## src/rtl/pwm_dac_output.sv

```systemverilog
// pwm_dac_output: sample FIFO feeding a PWM generator whose output drives a
// GPIO pad and becomes a DAC after external RC filtering.
//
// Each sample sets the duty for exactly one PWM period of 2^SAMPLE_W ticks.
// A tick occurs every prescale_i+1 clocks. If the FIFO is empty at a period
// boundary, the previous duty is repeated and the sticky underrun_o flag is set.
//
// Optional build macro: PWM_DAC_COMPLEMENT_EN adds the complementary output
// pwm_n_o. With the macro undefined, the port and its logic are absent.
//
// s_valid_i / s_ready_o handshake: a sample transfers on every clock edge
// where both s_valid_i and s_ready_o are high. s_ready_o depends only on the
// registered occupancy. The source may hold s_valid_i high while waiting.
//
// state_o is a debug view of the FSM: 0 = IDLE, 1 = RUN.
module pwm_dac_output #(
  parameter int SAMPLE_W   = 8,
  parameter int FIFO_DEPTH = 4
) (
  input  logic                          wb_clk_i,
  input  logic                          wb_rst_i,
  input  logic                          enable_i,
  input  logic [7:0]                    prescale_i,
  input  logic                          s_valid_i,
  input  logic [SAMPLE_W-1:0]           s_data_i,
  output logic                          s_ready_o,
  output logic                          pwm_o,
  output logic                          pwm_oeb_o,
  output logic                          underrun_o,
  input  logic                          underrun_clr_i,
  output logic [$clog2(FIFO_DEPTH):0]   level_o,
`ifdef PWM_DAC_COMPLEMENT_EN
  output logic                          pwm_n_o,
`endif
  output logic                          state_o
);

  localparam int AW = $clog2(FIFO_DEPTH);
  localparam int LW = AW + 1;
  localparam logic [SAMPLE_W-1:0] CNT_MAX  = '1;
  localparam logic [LW-1:0]       LVL_FULL = LW'(FIFO_DEPTH);

  typedef enum logic {
    IDLE = 1'b0,
    RUN  = 1'b1
  } state_e;

  state_e              state_q, state_d;
  logic [7:0]          pre_q, pre_d;
  logic [SAMPLE_W-1:0] cnt_q, cnt_d;
  logic [SAMPLE_W-1:0] duty_q, duty_d;
  logic                pwm_q, pwm_d;
  logic                oeb_q, oeb_d;
  logic                und_q, und_d;
  logic [LW-1:0]       level_q, level_d;
  logic [AW-1:0]       head_q, head_d;
  logic [AW-1:0]       tail_q, tail_d;
  logic [SAMPLE_W-1:0] mem [FIFO_DEPTH];

  logic tick;
  logic load;
  logic push;
  logic pop;
  logic duty_hit;

  assign s_ready_o  = (level_q != LVL_FULL);
  assign push       = s_valid_i & s_ready_o;
  assign duty_hit   = (cnt_q < duty_q);

  assign pwm_o      = pwm_q;
  assign pwm_oeb_o  = oeb_q;
  assign underrun_o = und_q;
  assign level_o    = level_q;
  assign state_o    = (state_q == RUN);

  // Next-state logic: FSM, prescaler, phase counter, duty load, FIFO pointers.
  always_comb begin
    state_d = state_q;
    pre_d   = pre_q;
    cnt_d   = cnt_q;
    duty_d  = duty_q;
    pwm_d   = 1'b0;
    oeb_d   = 1'b1;
    und_d   = und_q;
    level_d = level_q;
    head_d  = head_q;
    tail_d  = tail_q;
    tick    = 1'b0;
    load    = 1'b0;
    pop     = 1'b0;

    case (state_q)
      IDLE: begin
        cnt_d = '0;
        pre_d = '0;
        if (enable_i) begin
          // Start: the first sample is loaded so the first period uses it.
          state_d = RUN;
          load    = 1'b1;
        end
      end
      RUN: begin
        if (!enable_i) begin
          state_d = IDLE;
          cnt_d   = '0;
          pre_d   = '0;
        end else begin
          // >= lets a reduced prescale_i take effect without a long wrap.
          if (pre_q >= prescale_i) begin
            pre_d = '0;
            tick  = 1'b1;
          end else begin
            pre_d = pre_q + 8'd1;
          end
          if (tick) begin
            cnt_d = cnt_q + SAMPLE_W'(1);
            if (cnt_q == CNT_MAX) begin
              load = 1'b1;
            end
          end
          pwm_d = duty_hit;
          oeb_d = 1'b0;
        end
      end
      default: state_d = IDLE;
    endcase

    // Duty load pops the head; an empty FIFO repeats the old duty and flags it.
    if (load) begin
      if (level_q != '0) begin
        pop    = 1'b1;
        duty_d = mem[head_q];
      end
    end

    // A new underrun wins over a coincident clear.
    if (load && (level_q == '0)) begin
      und_d = 1'b1;
    end else if (underrun_clr_i) begin
      und_d = 1'b0;
    end

    if (push) begin
      tail_d = tail_q + AW'(1);
    end
    if (pop) begin
      head_d = head_q + AW'(1);
    end
    case ({push, pop})
      2'b10:   level_d = level_q + LW'(1);
      2'b01:   level_d = level_q - LW'(1);
      default: level_d = level_q;
    endcase
  end

  // State and datapath registers with asynchronous reset.
  always_ff @(posedge wb_clk_i or posedge wb_rst_i) begin
    if (wb_rst_i) begin
      state_q <= IDLE;
      pre_q   <= '0;
      cnt_q   <= '0;
      duty_q  <= '0;
      pwm_q   <= 1'b0;
      oeb_q   <= 1'b1;
      und_q   <= 1'b0;
      level_q <= '0;
      head_q  <= '0;
      tail_q  <= '0;
    end else begin
      state_q <= state_d;
      pre_q   <= pre_d;
      cnt_q   <= cnt_d;
      duty_q  <= duty_d;
      pwm_q   <= pwm_d;
      oeb_q   <= oeb_d;
      und_q   <= und_d;
      level_q <= level_d;
      head_q  <= head_d;
      tail_q  <= tail_d;
    end
  end

  // FIFO storage; contents need no reset because the pointers define validity.
  always_ff @(posedge wb_clk_i) begin
    if (push) begin
      mem[tail_q] <= s_data_i;
    end
  end

`ifdef PWM_DAC_COMPLEMENT_EN
  logic pwmn_q;
  logic pwmn_d;

  // Complement is low outside RUN, so it never overlaps pwm_o.
  always_comb begin
    pwmn_d = 1'b0;
    if ((state_q == RUN) && enable_i) begin
      pwmn_d = ~duty_hit;
    end
  end

  // Complementary output register.
  always_ff @(posedge wb_clk_i or posedge wb_rst_i) begin
    if (wb_rst_i) begin
      pwmn_q <= 1'b0;
    end else begin
      pwmn_q <= pwmn_d;
    end
  end

  assign pwm_n_o = pwmn_q;
`endif

endmodule

```

## config.mk

```make
export PLATFORM = sky130hd
export DESIGN_NAME = pwm_dac_output
export DESIGN_NICKNAME = d
export VERILOG_FILES = /design/src/rtl/pwm_dac_output.sv
export SDC_FILE = /design/constraint.sdc
export NUM_CORES = 1
export LEC_CHECK = 0
export BUFFER_PORTS_ARGS = -buffer_cell sky130_fd_sc_hd__clkbuf_2
export CAP_MARGIN = 5
export CORE_MARGIN = 1
export CORE_UTILIZATION = 63
export DETAILED_ROUTE_END_ITERATION = 8
export PLACE_DENSITY_LB_ADDON = 0.05
export SLEW_MARGIN = 20
export SYNTH_ARGS = -nofsm -noshare
export SYNTH_HDL_FRONTEND = slang
export SYNTH_SLANG_ARGS = --single-unit
export TNS_END_PERCENT = 5
```

## constraint.sdc

```tcl
create_clock -name wb_clk_i -period 5.1 [get_ports wb_clk_i]
set_input_delay 1.02 -clock wb_clk_i [delete_from_list [all_inputs] [get_ports wb_clk_i]]
set_output_delay 1.02 -clock wb_clk_i [all_outputs]
set_load 0.005 [all_outputs]
```

Word level (Yosys, flattened, before mapping)

Memories as Yosys holds them, arrays and structs flattened. A register that Yosys moved wholly into a read port is not among the register bits.
Cells that the tools add are included.

Memory bits (writable): 32
Register bits after elaboration: 27
Memories: 1
Bits of input ports: 21
Output and inout port bits: 8
Logic and storage cells: 56

Memory list:

| memory | words | bits a word | rd ports | clocked after memory_dff | write ports | RTL line | RTL |
|---|---|---|---|---|---|---|---|
| mem    | 4     | 8           | 1        | 1                        | 1           | 58       | `logic [SAMPLE_W-1:0] mem [FIFO_DEPTH];` |

Eq/ne operators: 5
Bitwise gates (word level): 2
$add $sub $neg: 6
Multiplexer cells: 25
Reduce and logical (&&, ||, !) cells: 6
Order comparisons: 2

Operators with widths:

| kind                                                                     | count |
|---|---|
| 8-bit two-way mux                                                        | 4 |
| 8-bit one-hot mux with 2 select lines                                    | 2 |
| 1-bit two-way mux                                                        | 17 |
| 8-bit by 1-bit adder with 8-bit output (second input constant)           | 2 |
| 8-bit equality test (second input constant)                              | 1 |
| 8-bit greater-or-equal comparator                                        | 1 |
| 8-bit less-than comparator                                               | 1 |
| 3-bit one-hot mux with 2 select lines                                    | 1 |
| 2-bit by 1-bit adder with 2-bit output (second input constant)           | 2 |
| 2-bit nonzero test                                                       | 2 |
| 3-bit by 1-bit adder with 3-bit output (second input constant)           | 1 |
| 3-bit logical NOT                                                        | 1 |
| 3-bit by 2-bit inequality test with 1-bit output (second input constant) | 1 |
| 3-bit inequality test (second input constant)                            | 1 |
| 3-bit nonzero test                                                       | 1 |
| 3-bit by 1-bit subtractor with 3-bit output (second input constant)      | 1 |
| 2-bit by 1-bit equality test with 1-bit output (second input constant)   | 1 |
| 2-bit equality test (second input constant)                              | 1 |
| 1-bit one-hot mux with 2 select lines                                    | 1 |
| 2-bit AND reduction                                                      | 1 |
| 1-bit bitwise AND                                                        | 1 |
| 1-bit logical AND                                                        | 1 |
| 1-bit NOT                                                                | 1 |

Longest topological paths before layout

Depth in word-level cells: 10
Depth in mapped cells: 13
Gate-level depth less buffers: 12

Worst setup path before layout

Ideal clock, no wire load.

Path type: in2reg
Start point: in prescale_i[5]
End point: reg level_q[2] (netlist: level_o[2])
Buffers on the path: 1
Stages: 13
Required time: 5.021 ns
Arrival: 3.259 ns
Slack: 1.762 ns
Setup time: 0.079 ns
Cell sequence: inv_1 -> ha_1 -> a211oi_1 -> o211a_1 -> o41ai_2 -> and4_1 -> buf_6 -> ha_1 -> inv_1 -> fa_1 -> xor2_1 -> nor2_1 -> xor2_1

Cells in the longest elaborated chain, start to end: 10
Elaborated cells on any way between the ends: 12
Classes of those cells: order compare (1); eq/ne (2); mux (8); reduce/logical (1)

RTL lines:

| item                                                                                  | RTL line | RTL |
|---|---|---|
| start: declaration                                                                    | 23       | `input logic [7:0] prescale_i,` |
| 8-bit greater-or-equal comparator *                                                   | 109      | `if (pre_q >= prescale_i) begin` |
| 1-bit two-way mux *                                                                   | 109      |  |
| 1-bit two-way mux *                                                                   | 103      | `if (!enable_i) begin` |
| 1-bit two-way mux *                                                                   | 92       | `case (state_q)` |
| 1-bit two-way mux *                                                                   | 115      | `if (tick) begin` |
| 1-bit two-way mux *                                                                   | 103      |  |
| 1-bit one-hot mux with 2 select lines *                                               | 92       |  |
| 1-bit two-way mux *                                                                   | 129      | `if (load) begin` |
| named net pop                                                                         | 63       | `logic pop;` |
| 2-bit by 1-bit equality test with 1-bit output or 2-bit equality test (tied branches) | 149      | `case ({push, pop})` |
| 3-bit one-hot mux with 2 select lines or 2-bit nonzero test (tied branches)           | --       |  |
| end signal: assignment                                                                | 177      | `level_q <= level_d;` |
| end: declaration                                                                      | 55       | `logic [LW-1:0] level_q, level_d;` |

The timed path passes the listed nets; every way through them passes the cells marked *. The select of a mux whose other input is x is not followed.
A chain may end at the register's enable or synchronous reset.

Final worst setup path

Start point: in prescale_i[7]
End point: reg level_q[2] (netlist: level_o[2])

Cells in the longest elaborated chain, start to end: 10
Elaborated cells on any way between the ends: 12
Classes of those cells: order compare (1); eq/ne (2); mux (8); reduce/logical (1)

RTL lines:

| item                                                                                  | RTL line |
|---|---|
| 8-bit greater-or-equal comparator *                                                   | 109 |
| 1-bit two-way mux *                                                                   | 109 |
| 1-bit two-way mux *                                                                   | 103 |
| 1-bit two-way mux *                                                                   | 92 |
| 1-bit two-way mux *                                                                   | 115 |
| 1-bit two-way mux *                                                                   | 103 |
| 1-bit one-hot mux with 2 select lines *                                               | 92 |
| 1-bit two-way mux *                                                                   | 129 |
| 2-bit by 1-bit equality test with 1-bit output or 2-bit equality test (tied branches) | 149 |
| 3-bit one-hot mux with 2 select lines or 2-bit nonzero test (tied branches)           | -- |

Mark *: on every way between the ends. The rest lies on a longest branch, timed or not. The select of a mux whose other input is x is not followed.

==> flow_metrics.tcl <==
set metrics [dict create \
    status "finished clean" \
    switching_share_pct 29.76 \
    grt_antenna_before_repair 0 \
    clock_path_buffers 2 \
    reg2reg_slack_ps 1820 \
    fin_crit_sh_pct 70.39 \
    synth.area.top_cells "edfxtp_1 (30%), dfrtp_1 (27%), ha_1 (8.6%)" \
    drcViolationCount 0 \
    seq_area_frac_synth_pct 57.43 \
    synthFlopType "dfrtp_1" \
    hold_class "reg -> reg" \
    cts_tree "yes" \
    rows 25 \
    die_w_um 73.28 \
    fin_area_um2 3611 \
    yosysTopAreaCellShare_pct 30.02 \
    final_util_pct 74.96 \
    slew_viol_final 0 \
    cp.required_ps 5380 \
    total_power_mw 1.611 \
    r2r-end "level_o[2]" \
    cp-endpoint "level_o[2]" \
    synth_area_um2 3201 \
    fin_crit_ps 3590 \
    overflow 0 \
    synth_edf_count 32 \
    worst-setup-path-type "in -> reg" \
    fmax_mhz 278.6 \
    ctsRootBufferMaster "clkbuf_8" \
    num-nets-final 313 \
    rsz0062_at_grt "false" \
    fill_cells 331 \
    cts_hold_buf 0 \
    placed_area_um2 3405 \
    drt-pass1-iter-count 4 \
    totalWireLength_mm 5.267 \
    numPortBuffers 28 \
    finalSetupViolations 0 \
    h-tree-depth 3 \
    diodes 0 \
    critPathLaunch "prescale_i[7]" \
    clkSinkCount 67 \
    cp_max_fo 10 \
    avgSynthCellArea_um2 13.68 \
    dp_hpwl_mm 3.639 \
    cts_resized 0 \
    crit-reg2reg-launch "pre_q[5]" \
    via_per_inst 5.501 \
    grtUsageMet2_pct 37.86 \
    grtUsageTotal_pct 24.16 \
    yosys_warnings 0 \
    synth_area_leader_cell "edfxtp_1" \
    yosysUniqueCellTypes 42 \
    reg2regPathDepth 11 \
    cts_inserted_buffers 9 \
    coreArea_um2 4817 \
    hold_violations 0 \
    ioPinCount 29 \
    grt_first_pass_wirelength_mm 9.142 \
    startpoint_type "input pin" \
    use_met3_pct 7.407 \
    wl_per_cell_um 15.45 \
    power.share.sequential_pct 48.5 \
    relSlewSlack_pct 60.15 \
    cp.arrival_ps 3870 \
    cellLeakagePower_nw 1.577 \
    die_h_um 73.28 \
    clkTransAtPathRegs_ps 80 \
    insertion_delay_ps 350 \
    switchingPower_mw 0.4796 \
    routed-via-count 1876 \
    synthArstFlopShare_pct 52.24 \
    power_frac_comb_pct 22.9 \
    grt_max_degree 36 \
    gp_congestion 0.7759 \
    skew_ps 9.856 \
    ir_drop_mv 0.4183 \
    postCtsSetupRepairBufs 0 \
    endpoint_kind "flop" \
    drv_cap 0 \
    initial_core_util_pct 66.44 \
    drive_above_1_share_pct 24.82 \
    powerDensity_nw_per_um2 446.2 \
    grt_pass1_vias 1893 \
    dieArea_um2 5369 \
    power_frac_clock_pct 28.6 \
    timing.setup.tns_ps 0 \
    area_delta_synth_final_pct 12.82 \
    grt_use_met1_pct 30.49 \
    synth_nets 278 \
    netlist_instances 234 \
    drt_iter0_drc 60 \
    max_slew.worst_pin.slew_ps 597.7 \
    drtAntennaViolNets 0 \
    busiest_layer "met2" \
    yosys_register_bits 67 \
    power.internal_mw 1.132 \
]
## logic make-up after synthesis
logic type	Yosys count	synth area share, %
buf+inv	31	3.909
flops	67	57.43
simple gates	53	8.992
mux	16	9.382
compound gates	31	7.506
fa+ha+maj	23	9.226
xor+xnor	13	3.557
## cell type report
| class | instances | area (µm²) | area share (%) |
|---|---|---|---|
| Sequential cell | 67 | 1838 | 50.90 |
| Inverter | 26 | 97.59 | 2.703 |
| Clock buffer | 9 | 123.9 | 3.430 |
| Multi-Input combinational cell | 136 | 1237 | 34.27 |
| Timing Repair Buffer | 29 | 147.6 | 4.089 |
| Clock inverter | 7 | 82.58 | 2.287 |
| Tap cell | 67 | 83.83 | 2.322 |
## power by group through the flow
stage | clock, mW | combinational (mW) | sequential, mW
floorplan | 0 | 0.319 | 0.739
global placement | 0 | 0.360 | 0.786
detailed placement | 0 | 0.372 | 0.794
CTS | 0.472 | 0.376 | 0.782
global route | 0.493 | 0.422 | 0.796
finish | 0.461 | 0.370 | 0.781
## metrics by stage
| stage | std cells | hold WS, ps | setup slack, ps |
|---|---|---|---|
| finish | 341 | 515.7 | 1510 |
| global route | 341 | 538.6 | 1238 |
| CTS | 341 | 517.3 | 1505 |
| detailed placement | 325 | 502.9 | 1156 |
| global placement | 325 | 498.5 | 1290 |
| floorplan | 234 | 468.1 | 1762 |
## worst min-delay path by stage
stage                from         end  slack, ps  cells after the start
6_report        duty_q[7]   duty_q[7]        520                      1
5_1_grt         duty_q[1]   duty_q[1]        540                      1
4_1_cts        level_o[2]  level_o[2]        520                      1
3_5_place_dp    duty_q[7]   duty_q[7]        500                      1
3_3_place_gp    duty_q[4]   duty_q[4]        500                      1
2_1_floorplan    pre_q[0]    pre_q[0]        470                      1
## synth_stat cells, types with 2 or more instances
library cell,n
dfrtp_1,34
edfxtp_1,32
inv_1,26
ha_1,22
nor2_1,10
nand2_1,9
nand3_1,9
mux2_4,8
mux4_2,8
a21oi_1,7
and3_1,7
xor2_1,7
o21ai_0,6
xnor2_1,6
and2_1,3
nand4_1,3
o21a_1,3
o31ai_1,3
or3_1,3
or4_1,3
a21o_1,2
buf_1,2
nor4_1,2
## sequential cells by signal, indices dropped and copies added (netlist names)
register,flops
cnt_q,8
duty_q,8
head_q,2
level_o,3
mem,32
pre_q,8
pwm_o,1
pwm_oeb_o,1
state_o,1
tail_q,2
underrun_o,1
## routing by layer
layer | up-vias | share of wire, %
met5 | - | 0
met4 | 0 | 2.0
met3 | 10 | 3.3
met2 | 33 | 50
met1 | 907 | 45
li1 | 926 | -
## placed cells by master, fill, tap and decap left out, types with 2 or more instances in the layout
cell	synthesis	routed
or3_1	3	3
or4_1	3	3
dfrtp_1	34	34
nand2_1	9	9
ha_1	22	22
a21oi_1	7	7
and3_1	7	7
o21a_1	3	3
nor2_1	10	10
o21ai_0	6	6
a21o_1	2	2
clkbuf_8	0	9
clkbuf_2	0	28
nand4_1	3	3
mux4_2	8	8
inv_6	0	3
edfxtp_1	32	32
and2_1	3	3
nor4_1	2	2
xnor2_1	6	6
clkinvlp_4	0	2
xor2_1	7	7
inv_1	26	26
mux2_4	8	8
nand3_1	9	9
o31ai_1	3	3
## critical path, cell delays in order
cell and delay [ps]:
clkbuf_2 70, inv_1 30, ha_1 280, o21ai_0 110
o211a_1 240, o41ai_2 300, and4_1 650, ha_1 300
inv_1 70, fa_1 380, xor2_1 160, nor2_1 110
xor2_1 150
Note: power is estimated with default switching activity, not from simulation.
